### config.mk
export PLATFORM = sky130hd
export DESIGN_NAME = transaction_ctrl_flat
export DESIGN_NICKNAME = d
export VERILOG_FILES = /design/src/rtl/atm_pkg.sv /design/src/rtl/transaction_ctrl_if.sv /design/src/rtl/atm_session_timer.sv /design/src/rtl/transaction_ctrl.sv /design/src/flat_wrapper.sv
export SDC_FILE = /design/constraint.sdc
export NUM_CORES = 1
export LEC_CHECK = 0
export CORE_UTILIZATION = 45
export CTS_CLUSTER_DIAMETER = 120
export CTS_CLUSTER_SIZE = 24
export DETAILED_ROUTE_END_ITERATION = 8
export DONT_BUFFER_PORTS = 1
export PLACE_DENSITY_LB_ADDON = 0.05
export SETUP_SLACK_MARGIN = 0.4
export SLEW_MARGIN = 20
export SYNTH_ARGS = -nofsm -noshare
export SYNTH_HDL_FRONTEND = slang
export SYNTH_HIERARCHICAL = 1
export SYNTH_SLANG_ARGS = --single-unit
### constraint.sdc
create_clock -name clk -period 5.9 [get_ports clk]
set_input_delay 0.59 -clock clk [delete_from_list [all_inputs] [get_ports clk]]
set_output_delay 0.59 -clock clk [all_outputs]
set_load 0.01 [all_outputs]
### src/rtl/atm_pkg.sv
// Shared ATM constants: op codes, controller states and default field widths.
package atm_pkg;
  localparam int CARD_WIDTH    = 3;
  localparam int PSW_WIDTH     = 4;
  localparam int BALANCE_WIDTH = 20;

  localparam logic [1:0] OP_INQUIRY  = 2'b00;
  localparam logic [1:0] OP_DEPOSIT  = 2'b01;
  localparam logic [1:0] OP_WITHDRAW = 2'b10;
  localparam logic [1:0] OP_END      = 2'b11;

  typedef enum logic [2:0] {
    IDLE,
    WAIT1,
    WAIT2,
    READY,
    EXEC,
    LOCKED
  } state_e;
endpackage

### src/rtl/transaction_ctrl_if.sv
// Bundle between the transaction controller and the card-handling side.
// slave is the controller's view; master is the card-handling/host view.
interface transaction_ctrl_if #(
  parameter int balance_width = atm_pkg::BALANCE_WIDTH
) ();
  logic                     card_in;
  logic                     psw_enter;
  logic                     wrong_psw;
  logic [balance_width-1:0] balance;
  logic                     op_valid;
  logic [1:0]               op_code;
  logic [balance_width-1:0] amount;
  logic                     op_ready;
  logic [balance_width-1:0] updated_balance;
  logic                     op_done;
  logic                     insufficient;
  logic                     overflow;
  logic                     card_locked;
  logic                     eject;

  modport slave (
    input  card_in, psw_enter, wrong_psw, balance, op_valid, op_code, amount,
    output op_ready, updated_balance, op_done, insufficient, overflow,
           card_locked, eject
  );

  modport master (
    output card_in, psw_enter, wrong_psw, balance, op_valid, op_code, amount,
    input  op_ready, updated_balance, op_done, insufficient, overflow,
           card_locked, eject
  );
endinterface

### src/rtl/atm_session_timer.sv
// Idle-session counter: counts while enabled, expired is high on the last allowed cycle.
// clear has priority over enable and also serves as the reset path.
module atm_session_timer #(
  parameter int timeout_cycles = 1024
) (
  input  logic clk,
  input  logic enable,
  input  logic clear,
  output logic expired
);
  localparam int CW = (timeout_cycles > 1) ? $clog2(timeout_cycles) : 1;

  logic [CW-1:0] cnt_q, cnt_d;

  always_comb begin
    cnt_d = cnt_q;
    if (clear) begin
      cnt_d = '0;
    end else if (enable) begin
      cnt_d = cnt_q + CW'(1);
    end
  end

  always_ff @(posedge clk) begin
    cnt_q <= cnt_d;
  end

  assign expired = enable && (cnt_q == CW'(timeout_cycles - 1));
endmodule

### src/rtl/transaction_ctrl.sv
// ATM session controller: PIN check, then inquiry/deposit/withdraw with op_done 2 cycles after accept.
// op_ready is high only in READY; all other outputs are registered.
module transaction_ctrl
  import atm_pkg::*;
#(
  parameter int balance_width  = BALANCE_WIDTH,
  parameter int max_tries      = 3,
  parameter int timeout_cycles = 1024
) (
  input logic               clk,
  input logic               rst,
  transaction_ctrl_if.slave bus
);
  localparam int TW = $clog2(max_tries + 1);
  localparam logic [TW-1:0] MAX_T = TW'(max_tries);

  state_e                   state_q, state_d;
  logic [TW-1:0]            tries_q, tries_d;
  logic [balance_width-1:0] bal_q, bal_d;
  logic [balance_width-1:0] amt_q, amt_d;
  logic [1:0]               op_q, op_d;
  logic                     done_q, done_d;
  logic                     ins_q, ins_d;
  logic                     ovf_q, ovf_d;
  logic                     ej_q, ej_d;
  logic                     lock_q, lock_d;
  logic                     accept, expired, tmr_en, tmr_clr;
  logic [balance_width:0]   sum;

  assign accept  = bus.op_valid && (state_q == READY) && bus.card_in;
  assign tmr_en  = (state_q == READY) && bus.card_in;
  assign tmr_clr = rst || accept || !tmr_en;
  assign sum     = {1'b0, bal_q} + {1'b0, amt_q};

  atm_session_timer #(.timeout_cycles(timeout_cycles)) u_timer (
    .clk    (clk),
    .enable (tmr_en),
    .clear  (tmr_clr),
    .expired(expired)
  );

  always_comb begin
    state_d = state_q;
    tries_d = tries_q;
    bal_d   = bal_q;
    amt_d   = amt_q;
    op_d    = op_q;
    done_d  = 1'b0;
    ins_d   = 1'b0;
    ovf_d   = 1'b0;
    ej_d    = 1'b0;
    // A missing card aborts whatever is in flight and forgets failed attempts.
    if (!bus.card_in) begin
      state_d = IDLE;
      tries_d = '0;
    end else begin
      case (state_q)
        IDLE:   if (bus.psw_enter) state_d = WAIT1;
        WAIT1:  state_d = WAIT2;
        WAIT2: begin
          if (!bus.wrong_psw) begin
            bal_d   = bus.balance;
            tries_d = '0;
            state_d = READY;
          end else begin
            tries_d = tries_q + TW'(1);
            state_d = (tries_d >= MAX_T) ? LOCKED : IDLE;
          end
        end
        READY: begin
          if (bus.op_valid) begin
            if (bus.op_code == OP_END) begin
              ej_d    = 1'b1;
              state_d = IDLE;
            end else begin
              op_d    = bus.op_code;
              amt_d   = bus.amount;
              state_d = EXEC;
            end
          end else if (expired) begin
            ej_d    = 1'b1;
            state_d = IDLE;
          end
        end
        EXEC: begin
          state_d = READY;
          done_d  = 1'b1;
          case (op_q)
            OP_DEPOSIT: begin
              if (sum[balance_width]) ovf_d = 1'b1;
              else                    bal_d = sum[balance_width-1:0];
            end
            OP_WITHDRAW: begin
              if (amt_q > bal_q) ins_d = 1'b1;
              else               bal_d = bal_q - amt_q;
            end
            default: ;
          endcase
        end
        LOCKED:  ;
        default: state_d = IDLE;
      endcase
    end
    lock_d = (state_d == LOCKED);
  end

  always_ff @(posedge clk) begin
    if (rst) begin
      state_q <= IDLE;
      tries_q <= '0;
      bal_q   <= '0;
      amt_q   <= '0;
      op_q    <= OP_INQUIRY;
      done_q  <= 1'b0;
      ins_q   <= 1'b0;
      ovf_q   <= 1'b0;
      ej_q    <= 1'b0;
      lock_q  <= 1'b0;
    end else begin
      state_q <= state_d;
      tries_q <= tries_d;
      bal_q   <= bal_d;
      amt_q   <= amt_d;
      op_q    <= op_d;
      done_q  <= done_d;
      ins_q   <= ins_d;
      ovf_q   <= ovf_d;
      ej_q    <= ej_d;
      lock_q  <= lock_d;
    end
  end

  assign bus.op_ready        = (state_q == READY);
  assign bus.updated_balance = bal_q;
  assign bus.op_done         = done_q;
  assign bus.insufficient    = ins_q;
  assign bus.overflow        = ovf_q;
  assign bus.card_locked     = lock_q;
  assign bus.eject           = ej_q;
endmodule

### src/flat_wrapper.sv
// flat-port wrapper written by rule: the top's interface ports become plain ports
module transaction_ctrl_flat import atm_pkg::*;
#(
  parameter int balance_width  = BALANCE_WIDTH,
  parameter int max_tries      = 3,
  parameter int timeout_cycles = 1024
)
  (clk, rst, bus_card_in, bus_psw_enter, bus_wrong_psw, bus_balance, bus_op_valid, bus_op_code, bus_amount, bus_op_ready, bus_updated_balance, bus_op_done, bus_insufficient, bus_overflow, bus_card_locked, bus_eject);
  transaction_ctrl_if #(.balance_width(balance_width)) bus_i ();
  input logic clk;
  input logic rst;
  input wire logic [$bits(bus_i.card_in)-1:0] bus_card_in;
  input wire logic [$bits(bus_i.psw_enter)-1:0] bus_psw_enter;
  input wire logic [$bits(bus_i.wrong_psw)-1:0] bus_wrong_psw;
  input wire logic [$bits(bus_i.balance)-1:0] bus_balance;
  input wire logic [$bits(bus_i.op_valid)-1:0] bus_op_valid;
  input wire logic [$bits(bus_i.op_code)-1:0] bus_op_code;
  input wire logic [$bits(bus_i.amount)-1:0] bus_amount;
  output wire logic [$bits(bus_i.op_ready)-1:0] bus_op_ready;
  output wire logic [$bits(bus_i.updated_balance)-1:0] bus_updated_balance;
  output wire logic [$bits(bus_i.op_done)-1:0] bus_op_done;
  output wire logic [$bits(bus_i.insufficient)-1:0] bus_insufficient;
  output wire logic [$bits(bus_i.overflow)-1:0] bus_overflow;
  output wire logic [$bits(bus_i.card_locked)-1:0] bus_card_locked;
  output wire logic [$bits(bus_i.eject)-1:0] bus_eject;
  assign bus_i.card_in = bus_card_in;
  assign bus_i.psw_enter = bus_psw_enter;
  assign bus_i.wrong_psw = bus_wrong_psw;
  assign bus_i.balance = bus_balance;
  assign bus_i.op_valid = bus_op_valid;
  assign bus_i.op_code = bus_op_code;
  assign bus_i.amount = bus_amount;
  assign bus_op_ready = bus_i.op_ready;
  assign bus_updated_balance = bus_i.updated_balance;
  assign bus_op_done = bus_i.op_done;
  assign bus_insufficient = bus_i.insufficient;
  assign bus_overflow = bus_i.overflow;
  assign bus_card_locked = bus_i.card_locked;
  assign bus_eject = bus_i.eject;
  transaction_ctrl #(.balance_width(balance_width), .max_tries(max_tries), .timeout_cycles(timeout_cycles)) u_core (.clk(clk), .rst(rst), .bus(bus_i));
endmodule
---- Yosys cells after proc, flatten, opt, wreduce, memory -nomap -nowiden ----
Cells that the tools add are included.
storage, ports and cells
  register bits after elaboration ......... 62
operators by class
  add/sub/neg operators ................... 4
  $lt $le $gt $ge ......................... 2
  eq/ne operators ......................... 14
  multiplexer cells ....................... 20
  bitwise operators ....................... 6
  reduce and logical (&&, ||, !) cells .... 15
operators by type and width
  operator                                                                 number
  20-bit case mux with 2 select lines                                      2
  20-bit 2-to-1 mux                                                        3
  20-bit by 20-bit adder with 21-bit output                                1
  3-bit 2-to-1 mux                                                         7
  20-bit greater-than comparator                                           1
  20-bit subtractor                                                        1
  3-bit case mux with 6 select lines                                       1
  10-bit by 1-bit adder with 10-bit output, second input constant          1
  10-bit equality test, second input constant                              1
  3-bit equality test, second input constant                               3
  4-bit OR reduction                                                       2
  3-bit by 2-bit equality test with 1-bit output, second input constant    2
  1-bit 2-to-1 mux                                                         6
  3-bit inequality test, second input constant                             2
  1-bit NOT                                                                6
  6-bit AND reduction                                                      1
  2-bit equality test, second input constant                               2
  1-bit logical AND                                                        4
  4-bit AND reduction                                                      1
  3-bit by 1-bit equality test with 1-bit output, second input constant    1
  3-bit logical NOT                                                        1
  3-bit by 2-bit inequality test with 1-bit output, second input constant  1
  3-bit OR reduction                                                       1
  2-bit by 1-bit adder with 2-bit output, second input constant            1
  8 further kinds                                                          9

---- Depth between registers and ports, before layout ----
  depth after elaboration ................. 8
  gate-level depth with buffers ........... 14
  depth with buffers taken out ............ 12

---- Modules after synthesis ----
Netlist, hierarchy kept.
modules (own cells, without submodules)
  module             instances  cells an instance  area each (um2)  seq. area each (um2)
  transaction_ctrl   1          585                4,289.1          1,041.0
  atm_session_timer  1          51                 461.7            200.2

---- Worst setup path after synthesis ----
OpenSTA, ideal clock, no wires.
  kind .................................... register to register
  start ................................... register u_core.bal_q[0] (netlist: u_core/bus.updated_balance[0])
  end ..................................... register u_core.bal_q[18] (netlist: u_core/bus.updated_balance[18])
  library setup time ...................... 133 ps
  data arrival time ....................... 2,867 ps
  required time ........................... 5,767 ps
  setup slack ............................. 2,900 ps
  cell stages (with the launch flop) ...... 14
  period minus slack after synthesis ...... 3,000 ps
  cells stage by stage .................... dfxtp_1 -> inv_1 -> ha_1 -> fa_1 -> and2b_1 -> o211ai_2 -> a211oi_4 -> a2111oi_2 -> o31ai_2 -> a21oi_2 -> o31ai_4 -> buf_4 -> mux2i_1 -> o41ai_2
on the way
  longest elaborated chain between the ends .. 4
  elaborated cells on any way between the ends .. 10
  classes of those cells .................. add/sub: 2; order compare: 1; eq/ne: 2; mux: 4; reduce/logical: 1
ends and longest elaborated chain
  element                                                                                line                                            text
  start, declared                                                                        transaction_ctrl.sv:19                          logic [balance_width-1:0] bal_q, bal_d;
  start signal, assigned                                                                 transaction_ctrl.sv:122                         bal_q <= bal_d;
  20-bit subtractor / 20-bit by 20-bit adder with 21-bit output (equally long branches)  transaction_ctrl.sv:95, transaction_ctrl.sv:33
  20-bit 2-to-1 mux, on equally long branches                                            transaction_ctrl.sv:94, transaction_ctrl.sv:90
  20-bit case mux with 2 select lines                                                    transaction_ctrl.sv:88                          case (op_q)
  20-bit case mux with 2 select lines                                                    transaction_ctrl.sv:57                          case (state_q)
Parallel ways exist; a longest one is shown, timed or not. The select of a mux whose other input is x is not followed.
A chain may end at the register's enable or synchronous reset.

---- Worst setup path after layout ----
Ends and elaborated chain as after synthesis.

==> metrics.yaml <==
drt:
  drt_wl_total_microns: 13500
  drc: 0
  via_per_inst: 5.93
  wl_per_cell_microns: 17.7
  ant_nets: 0
  firstDrtPassIters: 5
  drtIter0Drc: 207
  vias: 4498
synthesis:
  synth_ff_type: "dfxtp_1"
  yosysWarnings: 6
  syn-num-nets: 728
  synth.avg_cell_area_sq_um: 7.47
  synth_edf_count: 0
  synth.largest_area_cell: "dfxtp_1"
  ys_types: 68
  synth_cells: 636
  synth_seq_area_share: 0.261
  synth_top_area_frac: 0.261
  ys_seq_elements: 62
  syn_area_sq_um: 4750
  async_reset_ff_frac: 0
  yosys-top-cells-area: "dfxtp_1 (26%), ha_1 (11%), a21oi_1 (8.2%), nand2_1 (7.3%), o21ai_0 (4.0%)"
  synthTopCellsByCount: "nand2_1 (93), a21oi_1 (78), dfxtp_1 (62)"
  yosysMostFrequentCell: "nand2_1"
clocking:
  clkLatencyLatePin_ns: 0.37
  clockRootBuffer: "clkbuf_8"
  cts_buffers: 9
  clockBufferDepth: 2
  post_cts_resized: 0
  cts.reportedPaths.clkPinSlew_ns: 0.08
  cts_tree: "done"
  ctsHoldBuffers: 0
  postCtsSetupRepairBufs: 0
  cts.sink_count: 62
  h-tree-depth: 3
cells_and_area:
  seqCellArea_sq_um: 1240
  nNetsFinal: 710
  syn_to_final_growth_pct: 5.11
  multiInputGateArea_sq_um: 3170
  antenna_cells: 0
  fin_area_sq_um: 4990
  fill_cells: 1086
  drive_gt1_frac: 0.0674
floorplanning:
  core.rowCount: 37
  die_y_microns: 105
  die_x_microns: 105
  io_pins: 74
  core-area_sq_um: 10300
  initial_utilization: 0.462
  die_area_sq_um: 11000
power:
  ir_worst_vdd_mv: 0.173
  p_per_area_nw_per_um2: 169
  leakagePower_nw: 1.93
job:
  cap_violations: 0
sta:
  finClkSkew_ns: 0.0128
  finalCritPeriodShare: 0.653
  slew-limit-headroom: 0.256
  finalSetupViolations: 0
  period_needed_ns: 3.85
  tightest_slew_ns: 1.11
  max_freq_mhz: 260
  tns_ns: 0
  maxSlewViolCount: 0
  rsz0062_at_grt: "false"
  hold_viol_final: 0
status:
  outcome: "completed"
worst_setup_path:
  cp-start-kind: "flop"
  worstPathArrival_ns: 4.11
  end_kind: "flop"
  path_class: "flop to flop"
  path_max_fanout: 17
  required_ns: 6.15
grt:
  antenna_found_initial: 0
  grt_pass1_vias: 4261
  grtUsageTotal: 0.253
  grt_pass1_wl_microns: 21700
  grt_max_degree: 37
  gr-total-overflow: 0
min_path:
  hold_path.class: "input port to flop"
placed_design:
  gp_congestion: 0.885
  io_buffers: 0
  placed_area_sq_um: 4790
  hpwl_microns: 9920
-- cells in the final DEF, fill, tap and decap left out, types with 7 or more instances in the layout --
| cell type | instances |
|---|---|
| o21ai_0 | 38 |
| o31ai_1 | 9 |
| a21oi_1 | 78 |
| nand3_1 | 15 |
| nand2_1 | 93 |
| o21bai_1 | 7 |
| dfxtp_1 | 62 |
| nor2_1 | 45 |
| nor2b_1 | 10 |
| a211oi_1 | 10 |
| a31oi_1 | 10 |
| nor3_1 | 12 |
| ha_1 | 42 |
| o211ai_1 | 7 |
| clkbuf_8 | 9 |
| mux2i_1 | 7 |
| inv_1 | 48 |
| xnor2_1 | 17 |
-- state kept, by name, summed over array words and instances, names as in the netlist --
name / flops
u_core/amt_q: 20
u_core/bus.updated_balance: 20
u_core/u_timer/cnt_q: 10
u_core/state_q: 3
u_core/op_q: 2
u_core/tries_q: 2
u_core/bus.card_locked: 1
u_core/bus.eject: 1
u_core/bus.insufficient: 1
u_core/bus.op_done: 1
u_core/bus.overflow: 1
-- worst max-delay path: stages (launching register included) --
cell and delay [ns]:
dfxtp_1 0.41, inv_1 0.08, ha_1 0.22, fa_1 0.38
and2b_1 0.23, o211ai_2 0.13, a211oi_4 0.34, a2111oi_2 0.14
o31ai_2 0.26, a21oi_2 0.11, o31ai_4 0.71, buf_4 0.37
mux2i_1 0.24, o41ai_2 0.09
-- worst paths after layout --
path	startpoint	end	slack [ns]	cells past startpoint
worst min-delay path	rst	u_core/bus.updated_balance[16]	0.28	1
worst max-delay path	u_core/bus.updated_balance[0]	u_core/bus.updated_balance[18]	2.05	13
worst min register to register	u_core/tries_q[1]	u_core/tries_q[1]	0.46	2
worst max register to register	u_core/bus.updated_balance[0]	u_core/bus.updated_balance[18]	2.05	13
-- metal layers --
metal	vias up	wire [microns]	global-route usage
met2	107	6290	0.420
met4	0	230	0.0795
met3	16	736	0.0717
met5	-	0	0
li1	2204	-	-
met1	2171	6190	0.316
-- area by class of cell --
type / instances / area share
well taps: 136 / 0.0341
inverters: 48 / 0.0361
flip-flops and latches: 62 / 0.249
multi-input cells: 493 / 0.635
clock buffers: 10 / 0.0256
clock inverters: 6 / 0.0143
repair buffers: 4 / 0.00601
-- stage by stage --
step                      total power (W)  std cells  hold slack, ns  setup slack, ns   util
after CTS                        0.000857        759           0.261             2.05  0.486
after global placement           0.000463        743           0.445             2.15  0.467
after floorplan                  0.000460        636           0.436             2.90      -
after global routing             0.000877        759           0.256             1.81  0.486
final                            0.000844        759           0.283             2.05  0.486
after detailed placement         0.000463        743           0.454             2.06  0.467
-- kinds of logic after synthesis --
family | share of synthesized area
AO/OA/AOI/OAI | 0.285
XOR/XNOR | 0.0387
adder cells (fa/ha/maj) | 0.119
buffers and inverters | 0.0719
flip-flops | 0.261
multiplexers | 0.0147
AND/OR/NAND/NOR | 0.209
-- where the power goes --
part	switching (W)	total, W	leakage, nW	internal, W
clock network	0.000192	0.000390	0.0931	0.000198
registers	0.00000262	0.000422	0.499	0.000420
logic	0.0000188	0.0000315	1.34	0.0000126
total	0.000214	0.000844	1.93	0.000630
Note: power is estimated with default switching activity, not from simulation.
